$ cat src/rtl/qam16_pkg.sv
// Shared QAM16 definitions used by both the transmitter and the receiver:
// FSM state encoding, Gray level table and tail length.
package qam16_pkg;

   typedef enum logic [1:0] {
      ST_IDLE     = 2'd0,
      ST_PREAMBLE = 2'd1,
      ST_PAYLOAD  = 2'd2,
      ST_TAIL     = 2'd3
   } tx_state_t;

   localparam int TAIL_LEN = 4;

   // Level as a multiple of the unit amplitude, indexed by the 2-bit Gray code
   localparam int GRAY_LEVEL [4] = '{-3, -1, 3, 1};

   localparam logic [1:0] GRAY_POS3 = 2'b10;
   localparam logic [1:0] GRAY_NEG3 = 2'b00;

   function automatic logic signed [13:0] gray_level(input logic [1:0] code, input int amp);
      return 14'(GRAY_LEVEL[code] * amp);
   endfunction

endpackage

$ cat src/rtl/qam16_mapper.sv
// Combinational Gray mapper: one 2-bit code to one signed 14-bit DAC level.
module qam16_mapper
   import qam16_pkg::*;
#(
   parameter int AMP = 1024
)
(
   input  logic [1:0]         code,
   output logic signed [13:0] level
);

   assign level = gray_level(code, AMP);

endmodule

$ cat src/rtl/qam16_symbol_tx.sv
// QAM16 symbol transmitter: framed preamble, Gray-mapped payload nibbles and a
// zero tail, each symbol held for SPS clocks on the I/Q DAC outputs.
module qam16_symbol_tx
   import qam16_pkg::*;
#(
   parameter int SPS         = 8,
   parameter int PRE_LEN     = 16,
   parameter int FRAME_BYTES = 64,
   parameter int AMP         = 1024
)
(
   input  logic               CLK,
   input  logic               Rst,
   input  logic               Start,
   input  logic [7:0]         S_DATA,
   input  logic               S_VALID,
   output logic               S_READY,
   output logic signed [13:0] DA,
   output logic signed [13:0] DB,
   output logic               SYM_STB,
   output logic               BUSY,
   output logic               UNDERRUN
);

   tx_state_t          state_reg, state_next;
   logic [7:0]         phase_reg, phase_next;
   logic [15:0]        sym_cnt_reg, sym_cnt_next;
   logic [15:0]        nib_cnt_reg, nib_cnt_next;
   logic [15:0]        byte_cnt_reg, byte_cnt_next;
   logic [7:0]         hold_reg, hold_next;
   logic [1:0]         hold_cnt_reg, hold_cnt_next;
   logic signed [13:0] da_reg, da_next;
   logic signed [13:0] db_reg, db_next;
   logic               stb_reg, stb_next;
   logic               underrun_reg, underrun_next;

   logic [3:0]         sym_bits;
   logic               sym_zero;
   logic               accept;
   logic               sym_start;
   logic               sym_wrap;
   logic signed [13:0] lvl [2];

   // lvl[1] is the I level from sym_bits[3:2], lvl[0] the Q level from sym_bits[1:0]
   generate
      for (genvar gi = 0; gi < 2; gi++) begin : g_map
         qam16_mapper #(.AMP(AMP)) u_mapper (
            .code  (sym_bits[2*gi +: 2]),
            .level (lvl[gi])
         );
      end
   endgenerate

   assign S_READY   = (state_reg == ST_PAYLOAD) && (hold_cnt_reg == 2'd0) &&
                      (byte_cnt_reg < 16'(FRAME_BYTES));
   assign accept    = S_VALID && S_READY;
   assign sym_start = (phase_reg == 8'd0);
   assign sym_wrap  = (phase_reg == 8'(SPS - 1));

   always_ff @(posedge CLK or posedge Rst) begin
      if (Rst) begin
         state_reg    <= ST_IDLE;
         phase_reg    <= '0;
         sym_cnt_reg  <= '0;
         nib_cnt_reg  <= '0;
         byte_cnt_reg <= '0;
         hold_reg     <= '0;
         hold_cnt_reg <= '0;
         da_reg       <= '0;
         db_reg       <= '0;
         stb_reg      <= 1'b0;
         underrun_reg <= 1'b0;
      end else begin
         state_reg    <= state_next;
         phase_reg    <= phase_next;
         sym_cnt_reg  <= sym_cnt_next;
         nib_cnt_reg  <= nib_cnt_next;
         byte_cnt_reg <= byte_cnt_next;
         hold_reg     <= hold_next;
         hold_cnt_reg <= hold_cnt_next;
         da_reg       <= da_next;
         db_reg       <= db_next;
         stb_reg      <= stb_next;
         underrun_reg <= underrun_next;
      end
   end

   always_comb begin
      state_next    = state_reg;
      phase_next    = sym_wrap ? 8'd0 : phase_reg + 8'd1;
      sym_cnt_next  = sym_cnt_reg;
      nib_cnt_next  = nib_cnt_reg;
      byte_cnt_next = byte_cnt_reg;
      hold_next     = hold_reg;
      hold_cnt_next = hold_cnt_reg;
      da_next       = da_reg;
      db_next       = db_reg;
      stb_next      = 1'b0;
      underrun_next = underrun_reg;
      sym_bits      = 4'b0000;
      sym_zero      = 1'b1;

      case (state_reg)
         ST_IDLE: begin
            phase_next = 8'd0;
            da_next    = '0;
            db_next    = '0;
            if (Start) begin
               state_next    = ST_PREAMBLE;
               sym_cnt_next  = '0;
               nib_cnt_next  = '0;
               byte_cnt_next = '0;
               hold_next     = '0;
               hold_cnt_next = '0;
               underrun_next = 1'b0;
            end
         end

         ST_PREAMBLE: begin
            if (sym_start) begin
               stb_next = 1'b1;
               sym_zero = 1'b0;
               sym_bits = sym_cnt_reg[0] ? {GRAY_NEG3, GRAY_NEG3} : {GRAY_POS3, GRAY_POS3};
            end
            if (sym_wrap) begin
               if (sym_cnt_reg == 16'(PRE_LEN - 1)) begin
                  state_next   = ST_PAYLOAD;
                  sym_cnt_next = '0;
               end else begin
                  sym_cnt_next = sym_cnt_reg + 16'd1;
               end
            end
         end

         ST_PAYLOAD: begin
            if (accept) begin
               byte_cnt_next = byte_cnt_reg + 16'd1;
               hold_next     = S_DATA;
               hold_cnt_next = 2'd2;
            end
            // A byte arriving on the symbol's first clock is forwarded straight to the mapper
            if (sym_start) begin
               stb_next = 1'b1;
               if (hold_cnt_reg == 2'd2) begin
                  sym_bits      = hold_reg[7:4];
                  sym_zero      = 1'b0;
                  hold_cnt_next = 2'd1;
                  nib_cnt_next  = nib_cnt_reg + 16'd1;
               end else if (hold_cnt_reg == 2'd1) begin
                  sym_bits      = hold_reg[3:0];
                  sym_zero      = 1'b0;
                  hold_cnt_next = 2'd0;
                  nib_cnt_next  = nib_cnt_reg + 16'd1;
               end else if (accept) begin
                  sym_bits      = S_DATA[7:4];
                  sym_zero      = 1'b0;
                  hold_cnt_next = 2'd1;
                  nib_cnt_next  = nib_cnt_reg + 16'd1;
               end else begin
                  underrun_next = 1'b1;
               end
            end
            if (sym_wrap && (nib_cnt_reg == 16'(2 * FRAME_BYTES))) begin
               state_next   = ST_TAIL;
               sym_cnt_next = '0;
            end
         end

         ST_TAIL: begin
            if (sym_start) begin
               stb_next = 1'b1;
            end
            if (sym_wrap) begin
               if (sym_cnt_reg == 16'(TAIL_LEN - 1)) begin
                  state_next = ST_IDLE;
               end else begin
                  sym_cnt_next = sym_cnt_reg + 16'd1;
               end
            end
         end

         default: begin
            state_next = ST_IDLE;
            phase_next = 8'd0;
            da_next    = '0;
            db_next    = '0;
         end
      endcase

      if (stb_next) begin
         da_next = sym_zero ? 14'sd0 : lvl[1];
         db_next = sym_zero ? 14'sd0 : lvl[0];
      end
   end

   assign DA       = da_reg;
   assign DB       = db_reg;
   assign SYM_STB  = stb_reg;
   assign BUSY     = (state_reg != ST_IDLE);
   assign UNDERRUN = underrun_reg;

endmodule

$ cat config.mk
export PLATFORM = sky130hd
export DESIGN_NAME = qam16_symbol_tx
export DESIGN_NICKNAME = d
export VERILOG_FILES = /design/src/rtl/qam16_pkg.sv /design/src/rtl/qam16_mapper.sv /design/src/rtl/qam16_symbol_tx.sv
export SDC_FILE = /design/constraint.sdc
export NUM_CORES = 1
export LEC_CHECK = 0
export ABC_AREA = 1
export ABC_CLOCK_PERIOD_IN_PS = 3900
export CAP_MARGIN = 15
export CORE_MARGIN = 1.5
export CORE_UTILIZATION = 24
export DETAILED_ROUTE_END_ITERATION = 8
export PLACE_DENSITY = 0.42
export SLEW_MARGIN = 20
export SYNTH_ARGS = -nofsm -noshare
export SYNTH_HDL_FRONTEND = slang
export SYNTH_SLANG_ARGS = --single-unit
$ cat constraint.sdc
create_clock -name CLK -period 3.9 [get_ports CLK]
set_input_delay 0.975 -clock CLK [delete_from_list [all_inputs] [get_ports CLK]]
set_output_delay 0.975 -clock CLK [all_outputs]
set_load 0.05 [all_outputs]
# After elaboration in Yosys (flattened, before gate mapping)
# Index checks and enable logic that the tools add are counted.
word_totals:
  reg_bits: 98
  input_bits: 12
  output_inout_bits: 32
  elab_cells: 124
op_classes:
  add_sub_neg: 4
  n_lt_le_gt_ge: 3
  n_eq_ne: 22
  n_mux: 65
  bitwise: 2
  n_reduce_logical: 17
op_table:
  columns: ["operator", "n"]
  rows:
  - ["16-bit two-way mux", 11]
  - ["32-bit binary-select mux with 2-bit select", 2]
  - ["14-bit two-way mux", 5]
  - ["16-bit one-hot mux with 2 select lines", 2]
  - ["16-bit one-hot mux with 4 select lines", 1]
  - ["16-bit by 1-bit adder with 16-bit output (second input constant)", 3]
  - ["4-bit two-way mux", 10]
  - ["8-bit two-way mux", 4]
  - ["2-bit two-way mux", 12]
  - ["2-bit inequality test (second input constant)", 11]
  - ["16-bit by 2-bit == test with 1-bit output (second input constant)", 1]
  - ["16-bit by 4-bit == test with 1-bit output (second input constant)", 1]
  - ["16-bit by 8-bit == test with 1-bit output (second input constant)", 1]
  - ["16-bit by 7-bit less-than comparator with 1-bit output (second input constant)", 1]
  - ["8-bit one-hot mux with 2 select lines", 1]
  - ["1-bit two-way mux", 12]
  - ["6-bit AND reduction", 2]
  - ["8-bit by 1-bit adder with 8-bit output (second input constant)", 1]
  - ["8-bit by 3-bit == test with 1-bit output (second input constant)", 1]
  - ["8-bit zero test", 1]
  - ["2-bit one-hot mux with 4 select lines", 1]
  - ["4-bit one-hot mux with 2 select lines", 1]
  - ["2-bit == test (second input constant)", 3]
  - ["3-bit >= comparator (second input constant)", 2]
  - ["14 further kinds", 23]

# Longest topological paths before layout
# Gate-level depths: netlist (run 1).
depth:
  depth_word: 15
  depth_mapped: 15
  mapped_depth_nobuf: 14

# Modules after synthesis
# From an unflattened synthesis (run 1), not the netlist that was laid out.
unflattened:
  hier_cells: 782
  hier_area_um2: 5828.1
by_module_without_submodules:
  columns: ["module", "instances", "cells_per_inst", "area_per_inst_um2", "seq_area_each_um2"]
  rows:
  - ["qam16_symbol_tx", 1, 744, 5590.4, 2452.4]
  - ["qam16_mapper", 2, 19, 118.9, 0.0]

# Worst setup path before layout (run 1)
# Ideal clock, no wire load.
synth_timing:
  path_kind: "register to output"
  from: "reg state_reg[0]"
  to: "out S_READY"
  t_arrival_ps: 2393
  required_time_ps: 2925
  path_slack_ps: 532
  stages_incl_launch_ff: 8
  n_path_buf: 1
  path_cell_list: "dfrtp_1 > inv_1 > ha_1 > buf_6 > inv_6 > nor2_4 > nand2_2 > nor4_1"
synth_via:
  elab_chain_cells: 3
synth_lines:
  columns: ["element", "line_no", "text"]
  rows:
  - ["from (decl)", "qam16_symbol_tx.sv:25", "tx_state_t state_reg, state_next;"]
  - ["from (signal assigned)", "qam16_symbol_tx.sv:74", "state_reg <= state_next;"]
  - ["2-bit == test", "qam16_symbol_tx.sv:54", "assign S_READY = (state_reg == ST_PAYLOAD) && (hold_cnt_reg == 2'd0) &&"]
  - ["1-bit logical AND (2 in series)", "qam16_symbol_tx.sv:54", null]
  - ["to (decl)", "qam16_symbol_tx.sv:17", "output logic S_READY,"]
# No other way between the ends.

# Final worst setup path (run 1)
# Ends and elaborated chain as after synthesis.

==> results of run 1 <==
through the flow:
stage               cells  util [%]  area (µm²)
floorplan             638         -        4690
global placement      865      26.7        5010
detailed placement    865      26.7        5010
CTS                   881      28.3        5310
global route          881      28.3        5310
finish                881      28.3        5310
logic make-up (layout without fill, tap and decap cells):
family                   count (synthesis)  in the layout
buffers and inverters                  116            125
AND/OR/NAND/NOR                        311            311
flip-flops                              75             75
other                                    1             20
XOR/XNOR                                25             25
adder cells (fa/ha/maj)                 14             14
AO/OA/AOI/OAI                           77             77
path summary, 6_finish.rpt:
| path | depth (start not counted) | slack, ns | start | endpoint |
|---|---|---|---|---|
| worst min-delay path | 2 | 0.49 | byte_cnt_reg[7] | byte_cnt_reg[7] |
| min in group asynchronous | 2 | 0.88 | Rst | sym_cnt_reg[3] |
| worst max-delay path | 7 | 0.42 | state_reg[0] | S_READY |
| worst max register to register | 11 | 1.63 | state_reg[0] | hold_reg[0] |
| worst min register to register | 2 | 0.49 | byte_cnt_reg[7] | byte_cnt_reg[7] |
| max in group asynchronous | 3 | 2.40 | Rst | nib_cnt_reg[8] |
routing by layer:
layer  global-route usage (%)  routed length [µm]
met2                     20.2                5310
met4                     5.53                 201
met3                     1.62                 350
met1                     14.9                5150
met5                        0                   0
where the power goes:
group / switching, mW / internal (mW) / total (mW)
Combinational: 1.03 / 0.342 / 1.37
Sequential: 0.0793 / 0.872 / 0.951
Clock: 0.346 / 0.498 / 0.844
Total: 1.46 / 1.71 / 3.17
final cells by class:
type / count / area share, %
sequential: 75 / 35.4
clock buffer: 9 / 4.24
inverter: 83 / 5.99
tap: 234 / 5.52
multi-input combinational: 447 / 42.5
clock inverter: 7 / 1.44
timing repair buffer: 26 / 5.00
layout by cell type, fill, tap and decap left out, types with 21 or more instances in the layout:
cell type        synthesis  final
clkdlybuf4s50_1          0     23
xor2_1                  23     23
nand3_1                 40     40
dfrtp_1                 75     75
nor2_1                  77     77
o21ai_0                 37     37
inv_1                   79     78
nand2_1                143    143
nor3_1                  21     21
critical path: cells and delay by family (launching register included):
kind	cells	cell delay, ns
simple gates	3	0.42
fa+ha+maj	1	0.24
flops	1	0.41
buf+inv	3	1.08
==> flow_summary.json, run 1 <==
{
  "drt_iter0_drc": 157,
  "cap_violations": 0,
  "synthCells": 619,
  "synth-adder-area-share_pct": 3.79,
  "yosys.area.top_type": "dfrtp_1",
  "period_share_pct": 89.2,
  "synth_xor_area_share_pct": 4.74,
  "synth_seq_cells": 75,
  "worstMarginPinSlew_ns": 0.679,
  "slew_viol_final": 0,
  "synthTopCellsByCount": "nand2_1 (143), inv_1 (79), nor2_1 (77)",
  "synth_compound_gate_area_share_pct": 9.18,
  "cp.required_ns": 2.92,
  "track_usage_pct": 11.9,
  "slowest_delay_ns": 0.87,
  "vias_per_cell": 4.35,
  "clkSinkCount": 75,
  "critPathCaptureType": "output pin",
  "rsz0062_at_grt": "no",
  "clk_pin_slew_ns": 0.06,
  "ys_seq_area_share_pct": 40.6,
  "io-pin-count": 44,
  "hold_slack_ns": 0.490,
  "synth_mux_area_share_pct": 0,
  "timing.final.ws_setup_ns": 0.421,
  "grt_antenna_before_repair": 0,
  "num_rows": 50,
  "multi_input_area_um2": 2250,
  "regArea_um2": 1880,
  "routabilityCongestion": 0.810,
  "synthFlopType": "dfrtp_1",
  "clockBufferDepth": 2,
  "drc": 0,
  "path_class": "register to output pin",
  "synth_edf_count": 0,
  "wl_per_cell_um": 12.5,
  "setup_viol_count_final": 0,
  "antenna_left": 0,
  "post-synth-top-count-cell": "nand2_1",
  "hold_viol": 0,
  "max_freq_ghz": 0.287,
  "cp_data_arrival_time_ns": 2.50,
  "grt_pass1_wl_mm": 18.8,
  "die_x_um": 142,
  "dieHeight_um": 142,
  "finalPower_mw": 3.17,
  "peakVddDrop_mv": 0.243,
  "coreArea_um2": 18800,
  "p_leak_nw": 2.35,
  "critPathMaxFanout": 18,
  "grt_max_degree": 65,
  "die_area_um2": 20100,
  "hp-class": "register to register",
  "finalSetupTns_ns": 0,
  "drtPass1Iterations": 5,
  "cts_made_buffers": 9,
  "synth_warnings": 0,
  "critPathLaunchType": "register",
  "path_cells": "inv_1 > ha_1 > inv_6 > nor2_4 > nand2_2 > nor4_1 > clkdlybuf4s50_1",
  "fin_skew_ns": 0.00779,
  "layout_min_cycle_time_ns": 3.48,
  "postCtsHoldBufs": 0,
  "start_util_pct": 24.6,
  "dr_total_vias": 3832,
  "n_antenna_cell": 0,
  "synth_top_family_by_area": "simple AND/OR/NAND/NOR gates",
  "io_buffers": 23,
  "netlist-cell-type-count": 38,
  "ys_top_cells_by_area": "dfrtp_1 (41%), nand2_1 (12%), inv_1 (6.4%)",
  "synth-simple-area-share_pct": 29.4,
  "synth.top_cell.area_share_pct": 40.6,
  "async_flop_share_pct": 100,
  "gr-total-overflow": 0,
  "post-place-ws_ns": 0.797,
  "drive_gt1_share_pct": 5.72,
  "fillers": 2050,
  "fin_nets": 668,
  "clock_tree.root_cell": "clkbuf_16",
  "area.growth.synth_to_final_pct": 14.9,
  "grt_pass1_vias": 3799,
  "syn_area_um2": 4620,
  "htree_levels": 3,
  "dp_hpwl_mm": 8.19,
  "outcome": "finished, final reports clean",
  "clk_latency_ns": 0.34,
  "avgSynthCellArea_um2": 7.46,
  "crit_slowest_cell": "clkdlybuf4s50_1",
  "cts_tree": "built",
  "postCtsSetupRepairBufs": 0,
  "powerDensity_nw_per_um2": 597,
  "cts-resized-gates": 0,
  "slew_headroom_pct": 54.3,
  "wl_mm": 11.0
}
No activity file was read; power rests on OpenSTA's default activity.
==> inputs of run 2 (changes only) <==
Settings changed: ABC_AREA 1 to default.
==> flow_summary.json, run 2 <==
{
  "postCtsHoldBufs": 0,
  "die_area_um2": 18700,
  "outcome": "finished, final reports clean",
  "drt_iter0_drc": 142,
  "routabilityCongestion": 0.726,
  "synth.top_cell.area_share_pct": 43.8,
  "synthFlopType": "dfrtp_1",
  "clockBufferDepth": 2,
  "rsz0062_at_grt": "no",
  "num_rows": 48,
  "gr-total-overflow": 0,
  "p_leak_nw": 2.16,
  "p_int_mw": 1.36,
  "clk_pin_slew_ns": 0.06,
  "slew_viol_final": 0,
  "worst-r2r-cell-count": 9,
  "cp.required_ns": 2.92,
  "cp_data_arrival_time_ns": 2.18,
  "switching_power_mw": 0.410,
  "critPathLaunchType": "register",
  "worstMarginPinSlew_ns": 0.632,
  "regArea_um2": 1880,
  "final_cell_mix": "dfrtp_1 (75), nor2_1 (52), o21ai_0 (42)",
  "worstReg2RegEnd": "sym_cnt_reg[12]",
  "grt_pass1_vias": 3292,
  "drc": 0,
  "stdcell_area_um2": 5010,
  "wl_per_cell_um": 13.9,
  "syn_area_um2": 4290,
  "grt_pass1_wl_mm": 16.6,
  "dp_hpwl_mm": 7.42,
  "fin_nets": 525,
  "stdcell_count": 728,
  "antenna_left": 0,
  "post-synth-top-count-cell": "dfrtp_1",
  "vias_per_cell": 4.63,
  "layout_min_cycle_time_ns": 3.16,
  "ys_seq_area_share_pct": 43.8,
  "yosys.area.top_type": "dfrtp_1",
  "whs_endpoint": "phase_reg[0]",
  "finalSetupTns_ns": 0,
  "dieHeight_um": 137,
  "drtPass1Iterations": 4,
  "synthCells": 474,
  "wl_mm": 10.1,
  "grt_antenna_before_repair": 0,
  "max_freq_ghz": 0.317,
  "start_util_pct": 24.7,
  "clk_latency_ns": 0.34,
  "cts_made_buffers": 9,
  "fin_util_pct": 28.9,
  "async_flop_share_pct": 100,
  "crit-reg2reg-launch": "state_reg[0]",
  "ys_top_cells_by_area": "dfrtp_1 (44%), o21ai_0 (4.9%), nor2_1 (4.6%)",
  "hold_path_depth": 1,
  "setup_viol_count_final": 0,
  "clock_tree.root_cell": "clkbuf_16",
  "postCtsSetupRepairBufs": 0,
  "critPathCaptureType": "output pin",
  "dp.cells": 713,
  "avgSynthCellArea_um2": 9.04,
  "grt_max_degree": 30,
  "period_share_pct": 81.0,
  "netlist-cell-type-count": 56,
  "multi_input_area_um2": 2150,
  "io_buffers": 23,
  "fin_skew_ns": 0.00675,
  "cap_violations": 0,
  "clkSinkCount": 75,
  "peakVddDrop_mv": 0.205,
  "drive_gt1_share_pct": 8.95,
  "dpl_cell_area_um2": 4690,
  "synth_edf_count": 0,
  "r2r_setup_slack_ns": 1.05,
  "area.growth.synth_to_final_pct": 16.9,
  "htree_levels": 3,
  "synth_warnings": 0,
  "die_x_um": 137,
  "pwr-share-clk_pct": 50.8,
  "track_usage_pct": 11.4,
  "switching_share_pct": 23.2,
  "p_comb_share_pct": 4.6,
  "synth_seq_cells": 75,
  "path_class": "register to output pin",
  "slew_headroom_pct": 57.5,
  "final_common_cell": "dfrtp_1",
  "hold_viol": 0,
  "holdCritStartpoint": "phase_reg[0]",
  "critPathMaxFanout": 10,
  "cts-resized-gates": 0,
  "coreArea_um2": 17400,
  "io-pin-count": 44,
  "synthTopCellsByCount": "dfrtp_1 (75), nor2_1 (52), o21ai_0 (42)",
  "power_frac_seq_pct": 44.6,
  "fillers": 1848,
  "n_antenna_cell": 0,
  "dr_total_vias": 3367,
  "cts_tree": "built",
  "powerDensity_nw_per_um2": 353,
  "hp-class": "register to register"
}
run 2: cell count changes after synthesis, sizes merged, moves of 5 or more:
cell / previous run / this run
a21oi: 20 / 33
and3: 0 / 10
clkbuf: 3 / 10
inv: 83 / 25
nand2: 148 / 28
nand2b: 0 / 7
nand3: 41 / 27
nor2: 81 / 52
nor2b: 0 / 9
nor3: 22 / 8
or3: 0 / 15
xnor2: 2 / 7
xor2: 23 / 12
run 2: worst max-delay path by stage:
stage	endpoint	depth (start not counted)	slack, ns	start
after global routing	BUSY	4	0.58	state_reg[0]
after detailed placement	sym_cnt_reg[12]	7	0.65	Start
after CTS	BUSY	4	0.63	state_reg[0]
after floorplan	DA[10]	1	1.02	Rst
after global placement	sym_cnt_reg[12]	7	0.75	Start
final	BUSY	4	0.74	state_reg[0]
run 2: cell families (layout without fill, tap and decap cells):
group           Yosys count  after routing  share of synthesized area [%]
buf+inv                  61             71                           7.59
simple gates            196            196                           25.1
other cells               1             20                         0.0875
mux                       5              5                           1.26
compound gates          103            103                           14.2
fa+ha+maj                14             14                           4.09
flops                    75             75                           43.8
xor+xnor                 19             19                           3.88
run 2: stage by stage:
| step | setup slack, ns | power [mW] | hold slack, ns |
|---|---|---|---|
| final | 0.742 | 1.77 | 0.479 |
| after global routing | 0.580 | 1.83 | 0.525 |
| after CTS | 0.632 | 1.80 | 0.486 |
| after detailed placement | 0.649 | 0.884 | 0.482 |
| after global placement | 0.747 | 0.883 | 0.463 |
| after floorplan | 1.02 | 0.877 | 0.447 |
run 2: routing by layer:
metal / wire, µm / track usage, %
met3: 239 / 2.67
met4: 131 / 3.96
met5: 0 / 0
met2: 4880 / 18.3
met1: 4860 / 15.1
run 2: cell type report:
class,instances,share of cell area [%]
Multi-Input combinational cell,357,43.0
Sequential cell,75,37.5
Timing Repair Buffer,31,5.74
Tap cell,225,5.62
Clock buffer,9,4.49
Inverter,25,1.87
Clock inverter,6,1.82
run 2: worst max-delay path, cell delays in order (launching register included):
cell,delay [ns]
dfrtp_1,0.40
inv_1,0.12
ha_1,0.41
inv_1,0.17
clkdlybuf4s50_1,0.74
run 2: power by group through the flow:
| stage | clock network, mW | registers [mW] | logic (mW) |
|---|---|---|---|
| after detailed placement | 0 | 0.802 | 0.0828 |
| final | 0.898 | 0.787 | 0.0812 |
| after CTS | 0.929 | 0.787 | 0.0830 |
| after global placement | 0 | 0.801 | 0.0821 |
| after floorplan | 0 | 0.800 | 0.0764 |
| after global routing | 0.953 | 0.787 | 0.0884 |
==> patch (flow settings as in run 1) <==
The 4 states of `tx_state_t` get a one-hot encoding in 4 bits.
--- a/src/rtl/qam16_pkg.sv
+++ b/src/rtl/qam16_pkg.sv
@@ -4,7 +4,7 @@
 
-   typedef enum logic [1:0] {
-      ST_IDLE     = 2'd0,
-      ST_PREAMBLE = 2'd1,
-      ST_PAYLOAD  = 2'd2,
-      ST_TAIL     = 2'd3
+   typedef enum logic [3:0] {
+      ST_IDLE     = 4'b0001,
+      ST_PREAMBLE = 4'b0010,
+      ST_PAYLOAD  = 4'b0100,
+      ST_TAIL     = 4'b1000
    } tx_state_t;
Formal check against the unedited RTL: same outputs for any inputs over 10 cycles, from zero or initial values and one cycle with Rst high; not proved beyond that.
==> patch against run 1 <==
Synthesized cell count rose by 0.97%. Maximum frequency rose by 2.5%. Wire length fell by 0.74%. Power rose by 0.32%. Design area rose by 1.8%. First-iteration DRC count rose by 17%. Sequential cell count rose by 2. Setup slack improved by 86 ps. Area after synthesis rose by 0.79%. Cell count rose by 3.4%. Utilization rose by 0.31 points. Via count rose by 1.5%.
==> patch: results (changes against run 1) <==
Parameter                              Value

Critical path
  Worst reg2reg path endpoint ... sym_cnt_reg[2]
  Critical Path AT ... 2420 ps (-80 ps)
  Highest fanout seen on the critical path ... 5 (-13)
  Launching point of the worst reg2reg path ... state_reg[0]
  Longest individual stage delay on the worst path ... 890 ps (+20 ps)
  Worst reg2reg setup slack ... 1420 ps (-210 ps)

Synth
  Complex-gate fraction of the synthesized area ... 9.433% (+0.25 points)
  Synth unique cells ... 41 (+7.9%)
  XOR/XNOR share of the synthesized area ... 5.456% (+0.72 points)
  Synth area leaders ... sky130_fd_sc_hd__dfrtp_1 41%, sky130_fd_sc_hd__nand2_1 11%, sky130_fd_sc_hd__nor2_1 7.3%

Min path
  Min-Delay Path Depth ... 1 (-1)

Final layout
  Buffering overhead ... 5.189% (+0.19 points)
  Area used by multi-input combinational logic ... 0.002236 mm2 (-0.78%)
  Sequential cell area ... 0.001928 mm2 (+2.7%)
  Area fraction of clock buffers and clock inverters ... 6.046% (+0.36 points)
  Count of placed standard cells in the final layout, fillers left out ... 911 (+3.4%)

Drt
  Routed vias ... 3889 (+1.5%)
  Sum of routed wire segments on met1 ... 5538 um (+7.6%)
  Met2 routed WL ... 4818 um (-9.3%)
  DRT Pass-1 Iters ... 4 (-1)
  Detailed route wirelength on metal3 ... 411 um (+17%)
  Iteration-0 DRC count of the detailed router ... 184 (+17%)

Placed design
  Post-Place Cells ... 895 (+3.5%)
  Final GP Congestion ... 0.8127 (+0.40%)
  Area post-placement ... 0.005075 mm2 (+1.4%)

STA
  Worst Skew ... 8.034 ps (+0.2471 ps)
  Relative slew slack ... 66.51% (+12 points)

Global routing
  Largest net degree at the start of global routing ... 36 (-45%)

Outcome
  Run status ... finished clean

Pwr
  Switching share of power ... 43.22% (-2.7 points)
  Leakage power ... 2.422 nW (+3.1%)
  Worst-case vdd ir drop ... 0.2933 mV (+21%)
  Logic gate share of total power ... 40.3% (-3.0 points)
## patch: cell types whose count changed after synthesis, sizes merged, moves of 4 or more
| cell | delta |
|---|---|
| ha | -4 |
| o21ai | +9 |
| nor2 | +12 |
| nand2 | -12 |
| nor3 | -8 |
| nand4 | +4 |
## patch: worst max-delay path by stage
stage / startpoint / to / slack (ps) / cells past startpoint
3_3_place_gp: hold_cnt_reg[0] / S_READY / 940 / 5
2_1_floorplan: state_reg[1] / S_READY / 480 / 4
3_5_place_dp: hold_cnt_reg[0] / S_READY / 870 / 5
6_report: hold_cnt_reg[0] / S_READY / 510 / 5
5_1_grt: hold_cnt_reg[0] / S_READY / 360 / 5
4_1_cts: hold_cnt_reg[0] / S_READY / 460 / 5
## patch: kinds of logic (layout without fill, tap and decap cells)
kind of cell               count (synthesis)  in the layout
AOI/OAI and AO/OA                         83             83
and+or+nand+nor                          307            307
adders and majority gates                 10             10
DFF                                       77             77
other                                      1             20
xor gates and xnor gates                  29             29
buffers and inverters                    118            125
